[src/rtl/mux_scan_ctrl.sv]
// Scan sequencer for a 16-to-1 single-bit mux tree: steps the select through every
// channel, waits a settle time, samples, and publishes the assembled word with a done pulse.
module mux_scan_ctrl #(
   parameter int SEL_W  = 4,
   parameter int SETTLE = 1
) (
   input  logic                  clk,
   input  logic                  rst_n,
   input  logic                  start,
   input  logic                  cont,
   input  logic                  mux_out,
   output logic [SEL_W-1:0]      mux_sel,
   output logic [(1<<SEL_W)-1:0] data_out,
   output logic                  done,
   output logic                  busy
);

   localparam int               N_CH       = 1 << SEL_W;
   localparam logic [7:0]       SETTLE_CNT = 8'(SETTLE);
   localparam logic [SEL_W-1:0] LAST_CH    = SEL_W'(N_CH - 1);

   typedef enum logic [1:0] {
      ST_IDLE,
      ST_SETTLE,
      ST_SAMPLE
   } state_e;

   // With no settle time every channel goes straight to its sampling cycle.
   localparam state_e FIRST_ST = (SETTLE > 0) ? ST_SETTLE : ST_SAMPLE;

   state_e           state_q;
   logic [7:0]       cnt_q;
   logic [SEL_W-1:0] sel_q;
   logic [N_CH-1:0]  shadow_q;
   logic [N_CH-1:0]  data_q;
   logic             done_q;
   logic             busy_q;

   always_ff @(posedge clk or negedge rst_n) begin
      if (!rst_n) begin
         state_q  <= ST_IDLE;
         cnt_q    <= '0;
         sel_q    <= '0;
         // NOTE: the shadow word is a flop vector, not a RAM, so it can and does take the reset.
         shadow_q <= '0;
         data_q   <= '0;
         done_q   <= 1'b0;
         busy_q   <= 1'b0;
      end else begin
         // NOTE: non-blocking throughout, so every branch reads pre-edge values of sel_q and shadow_q.
         done_q <= 1'b0;
         unique case (state_q)
            ST_IDLE: begin
               if (start) begin
                  busy_q  <= 1'b1;
                  sel_q   <= '0;
                  cnt_q   <= SETTLE_CNT;
                  state_q <= FIRST_ST;
               end
            end
            ST_SETTLE: begin
               cnt_q <= cnt_q - 8'd1;
               if (cnt_q == 8'd1) state_q <= ST_SAMPLE;
            end
            ST_SAMPLE: begin
               shadow_q[sel_q] <= mux_out;
               cnt_q           <= SETTLE_CNT;
               if (sel_q != LAST_CH) begin
                  sel_q   <= sel_q + SEL_W'(1);
                  state_q <= FIRST_ST;
               end else begin
                  // The last bit bypasses the shadow so the word is published on this very edge.
                  data_q  <= {mux_out, shadow_q[N_CH-2:0]};
                  done_q  <= 1'b1;
                  sel_q   <= '0;
                  if (cont) begin
                     state_q <= FIRST_ST;
                  end else begin
                     busy_q  <= 1'b0;
                     state_q <= ST_IDLE;
                  end
               end
            end
            default: state_q <= ST_IDLE;
         endcase
      end
   end

   assign mux_sel  = sel_q;
   assign data_out = data_q;
   assign done     = done_q;
   assign busy     = busy_q;

endmodule

[config.mk]
export PLATFORM = sky130hd
export DESIGN_NAME = mux_scan_ctrl
export DESIGN_NICKNAME = d
export VERILOG_FILES = /design/src/rtl/mux_scan_ctrl.sv
export SDC_FILE = /design/constraint.sdc
export NUM_CORES = 1
export LEC_CHECK = 0
export CAP_MARGIN = 20
export CORE_UTILIZATION = 54
export DETAILED_ROUTE_END_ITERATION = 16
export HOLD_SLACK_MARGIN = 0.15
export PLACE_DENSITY_LB_ADDON = 0.25
export SYNTH_ARGS = -nofsm -noshare
export SYNTH_HDL_FRONTEND = slang
export SYNTH_SLANG_ARGS = --single-unit
[constraint.sdc]
create_clock -name clk -period 2.41 [get_ports clk]
set_input_delay 0.482 -clock clk [delete_from_list [all_inputs] [get_ports clk]]
set_output_delay 0.482 -clock clk [all_outputs]
set_load 0.05 [all_outputs]
[Word level (Yosys, flattened, before mapping)]
Cells that the tools add are included.
Widths: inputs -> output; s select.
Cells by class
  reductions and logical operators: 9
  order comparisons: 2
  multiplexer cells: 19
  bitwise gates (word level): 1
  $add $sub $neg: 2
  equality and inequality tests: 8
Operators with widths (count)
  $pmux 8 s3: 1
  $bwmux 16: 1
  $eq 8x1->1 const B: 1
  $mux 1: 8
  $mux 4: 2
  $mux 8: 1
  $ne 2x2->1 const B: 4
  $pmux 4 s2: 1
  $reduce_and 2->1: 4
  $sub 8x1->8 const B: 1
  $pmux 2 s3: 1
  $lt 4x5->1 const B: 1
  $add 4x1->4 const B: 1
  $demux 1 s4: 1
  $ge 4x1->1 const B: 1
  $mux 2: 2
  $ne 4x4->1 const B: 1
  $reduce_and 4->1: 1
  $reduce_bool 3->1: 1
  $eq 2x1->1 const B: 1
  $eq 2x2->1 const B: 1
  $logic_not 2->1: 1
  $pmux 1 s2: 1
  $reduce_bool 2->1: 1
  2 further kinds: 2
Storage, ports and cells
  output and inout port bits: 22
  register bits after elaboration: 48
  input port bits: 5

[Logic depth before layout (Yosys ltp)]
  depth in word-level cells: 5
  mapped depth: 6

[Least setup slack after synthesis]
No wires, ideal clock.
  path kind: register to register
  start: register sel_q[0], in the netlist mux_sel[0]
  end: register data_q[15], in the netlist data_out[15]
  arrival: 1.871 ns
  setup slack: 0.414 ns
  library setup time: 0.125 ns
  required time: 2.285 ns
  path buffers: 1
  stages on the path, launching flop included: 6
  cell sequence: dfrtp_1 > ha_1 > nand3b_4 > nor2_4 > buf_4 > mux2_2
Between the ends
  word-level cells in the longest chain between the ends: 3
RTL lines
  start, declared: RTL line 33  | logic [SEL_W-1:0] sel_q;
  start signal, assigned: RTL line 69  | sel_q <= sel_q + SEL_W'(1);
  $ne 4x4->1: RTL line 68  | if (sel_q != LAST_CH) begin
  $not 1->1 (no source line)
  $reduce_and 2->1 (no source line)
  end signal, assigned: RTL line 73  | data_q <= {mux_out, shadow_q[N_CH-2:0]};
  end, declared: RTL line 35  | logic [N_CH-1:0] data_q;
Every way passes these cells.
A chain may end at the register's enable or synchronous reset.

[Worst setup path after layout]
  start: register sel_q[2], in the netlist mux_sel[2]
  end: output mux_sel[2]
RTL lines
  end, declared: RTL line 12  | output logic [SEL_W-1:0] mux_sel,
No word-level cell between the ends.

==> impl_results.md <==
- Final setup margin: 0.179 ns
- Reg clk slew, reported paths: 0.09 ns
- Cell count along the critical path: 1
- Vertical die dimension: between 60 and 70 um
- Unrepaired setup endpoints after global routing: false
- Later-pin clock latency in the skew report: 0.30 ns
- Total via count after detailed routing: 1,410
- Max Clock Freq: 0.448 GHz
- Shortest period the worst path allows: around 2.2 ns
- Number of setup violations in the final report: 0
- Worst R2R Path Depth: 3
- Final period util: slightly above 90%
- Initial core utilization: 57.8%
- Kind of end point of the critical path: primary output
- Synth unique cells: 38
- Die width: 65.3 um
- Antenna diodes: 0
- Synth warnings: 0
- CTS HTree Levels: 2
- Total global routing track utilization: around 22%
- Antenna violations before repair: 0
- Nets: 211
- Cell type of the slowest stage on the worst timing path: sky130_fd_sc_hd__clkdlybuf4s50_1
- Relative slew slack: 60.6%
- Library cell occupying the most area in the post-synthesis netlist: sky130_fd_sc_hd__dfrtp_1
- Worst VDD drop: 0.609 mV
- Pre-CTS setup slack: around 0.52 ns
- Register area: 1180 um^2
- Syn_nets: between 150 and 200
- Leakage dissipation: 1.18 nW
- Most used flip-flop cell after synthesis: sky130_fd_sc_hd__dfrtp_1
- CTS tree: yes
- Drt first-iter violations: 68
- Delay-heaviest family, CP: buffers and inverters
- Hold Path Class: in -> async
- DRT Wirelength: 3840 um
- Final routed wire length divided by cell count: ~15 um
- Post-Syn Area per Cell: 12.6 um^2
- Async set-or-reset flop fraction in the synthesized netlist: 100%
- # clock sinks: 47
- Ports: 27
- Met3 Use GR: 4.69%
- Most frequent cells after synthesis: sky130_fd_sc_hd__dfrtp_1, sky130_fd_sc_hd__mux2_2, sky130_fd_sc_hd__nor2_1
- Number of buffers inserted during clock tree synthesis: 5
- Post-route DRC violation count: 0
- Resize count post-CTS: 0
- Clock root cell: sky130_fd_sc_hd__clkbuf_8
- Worst path arrival time: 1.75 ns
- Placeable Area: 3740 um^2
- Number of port buffers: 26
- EDFF count, synth: 0
- First-pass GRT wire length: a little under 7000 um
- Area added between synthesis and finish: 18.2%
- Via count of the first global-routing pass: 1,440
- Power density over the cells: ~820 nW/um^2
- Share of post-route cells with drive strength above 1: 21.9%
- Sum of buffers and inverters on the critical path: 1
- Dominant cells by area after synthesis: sky130_fd_sc_hd__dfrtp_1, sky130_fd_sc_hd__mux2_2, sky130_fd_sc_hd__mux2_1
- Half-perimeter wire length of the detailed placement result: 2710 um
- Via-per-instance ratio: 5.66
- GRT busiest layer: met2
- Slew @ Worst Pin: between 0.5 and 0.6 ns
- Number of search-and-repair iterations in the first detailed-routing pass: 4
- Cell count after synthesis: approximately 170
- Maximum buffer depth of the clock tree: 2
- Overall die area: approximately 4300 um^2
- Antenna Nets Post-Route: 0
- Hold Vio Cnt, Final: 0
- Count of max-cap constraint violations: 0
- Fraction of the yosys area taken by sequential cells: between 50% and 60%
- Area of the mapped netlist: approximately 2200 um^2
- Number of buffers added to fix hold violations after cts: 0
- Most repeated cell in the gate-level netlist after synthesis: sky130_fd_sc_hd__dfrtp_1
- Max-slew violation total from the final report: 0
- Critical path required time: 1.93 ns
- CP max FO: 12
- Startpoint type of the worst setup path: register
- Global routing met1 resource utilization: 29.6%
- Maximum number of pins on one net before global-route repair: 48
- Clock Skew: 0.00789 ns
- R2R setup slack: about 0.53 ns
- Global placement routability congestion: 0.857
- Flops & latches, synth: 47
- Filler cell count in the final layout: 288
- Buffer count from post-CTS setup fixing: 0
- FP Rows: 22
- Accumulated negative setup slack: 0 ns
- Multi-input combinational cell area: 918 um^2
- Result of the run: completed
- Worst stage delay on the critical path: roughly 0.90 ns
- Overall overflow remaining after global route: 0
- Yosys top cell area share: 54.4%
- GR Util met2: 31.8%
- WS Path Type: reg -> out
- Cell-by-cell listing of the critical path: clkdlybuf4s50_1
==> registers in the layout, summed over array words and instances, names as in the netlist <==
signal    cells
data_out     16
busy          1
cnt_q         8
shadow_q     15
done          1
mux_sel       4
state_q       2
==> cells in the final DEF, fill, tap and decap left out, types with 2 or more instances in the layout <==
| cell | instances |
|---|---|
| sky130_fd_sc_hd__nor4_1 | 2 |
| sky130_fd_sc_hd__nand3b_1 | 4 |
| sky130_fd_sc_hd__ha_1 | 6 |
| sky130_fd_sc_hd__o41ai_1 | 2 |
| sky130_fd_sc_hd__mux2i_1 | 2 |
| sky130_fd_sc_hd__a31oi_1 | 2 |
| sky130_fd_sc_hd__a21oi_1 | 3 |
| sky130_fd_sc_hd__nor3_1 | 6 |
| sky130_fd_sc_hd__nor2b_1 | 2 |
| sky130_fd_sc_hd__o22ai_1 | 3 |
| sky130_fd_sc_hd__dfrtp_1 | 47 |
| sky130_fd_sc_hd__nand2_1 | 5 |
| sky130_fd_sc_hd__nand2b_1 | 5 |
| sky130_fd_sc_hd__a22o_1 | 2 |
| sky130_fd_sc_hd__nor3b_1 | 2 |
| sky130_fd_sc_hd__buf_4 | 3 |
| sky130_fd_sc_hd__nor2_1 | 13 |
| sky130_fd_sc_hd__inv_1 | 7 |
| sky130_fd_sc_hd__clkbuf_8 | 6 |
| sky130_fd_sc_hd__o211ai_1 | 2 |
| sky130_fd_sc_hd__clkdlybuf4s50_1 | 25 |
| sky130_fd_sc_hd__o21ai_0 | 3 |
| sky130_fd_sc_hd__mux2_2 | 25 |
| sky130_fd_sc_hd__mux2_1 | 7 |
| sky130_fd_sc_hd__nand3_1 | 2 |
==> routing by layer <==
metal,vias up,routed length (um)
met5,-,0
met4,0,119
met3,15,148
met2,34,1770
met1,692,1800
li1,669,-
==> final timing paths <==
path                           endpoint  startpoint
min in group clk               cnt_q[6]    cnt_q[6]
min reg2reg                    cnt_q[6]    cnt_q[6]
max reg2reg                data_out[15]  state_q[1]
max                          mux_sel[2]  mux_sel[2]
max in group asynchronous   data_out[5]       rst_n
min                            cnt_q[2]       rst_n
==> power breakdown <==
part | total [W] | switching, W | internal (W)
logic | 0.000550 | 0.000310 | 0.000240
registers | 0.00105 | 0.000160 | 0.000886
clock network | 0.000496 | 0.000262 | 0.000234
==> area by class of cell <==
| type | instances | area share (%) |
|---|---|---|
| clock inverters | 2 | 0.636 |
| flip-flops and latches | 47 | 46.0 |
| clock buffers | 6 | 3.23 |
| inverters | 7 | 1.03 |
| multi-input cells | 110 | 35.9 |
| well taps | 48 | 2.35 |
| repair buffers | 29 | 10.9 |
==> stage by stage <==
stage	util, %	cell area (um^2)	instances	hold WS [ns]	power, W
2_1_floorplan	-	2160	172	0.186	0.00144
3_5_place_dp	65.7	2460	241	0.475	0.00161
4_1_cts	68.3	2560	249	0.270	0.00211
6_report	68.3	2560	249	0.251	0.00209
3_3_place_gp	65.7	2460	241	0.467	0.00157
5_1_grt	68.3	2560	249	0.299	0.00223
==> cell families after synthesis <==
logic type      Yosys count  synth area share [%]
mux                      34                  17.6
simple gates             48                  14.0
flops                    47                  54.4
buf+inv                  15                  3.18
fa+ha+maj                 6                  3.47
compound gates           21                  7.00
xor+xnor                  1                 0.405
Note: power is estimated with default switching activity, not from simulation.
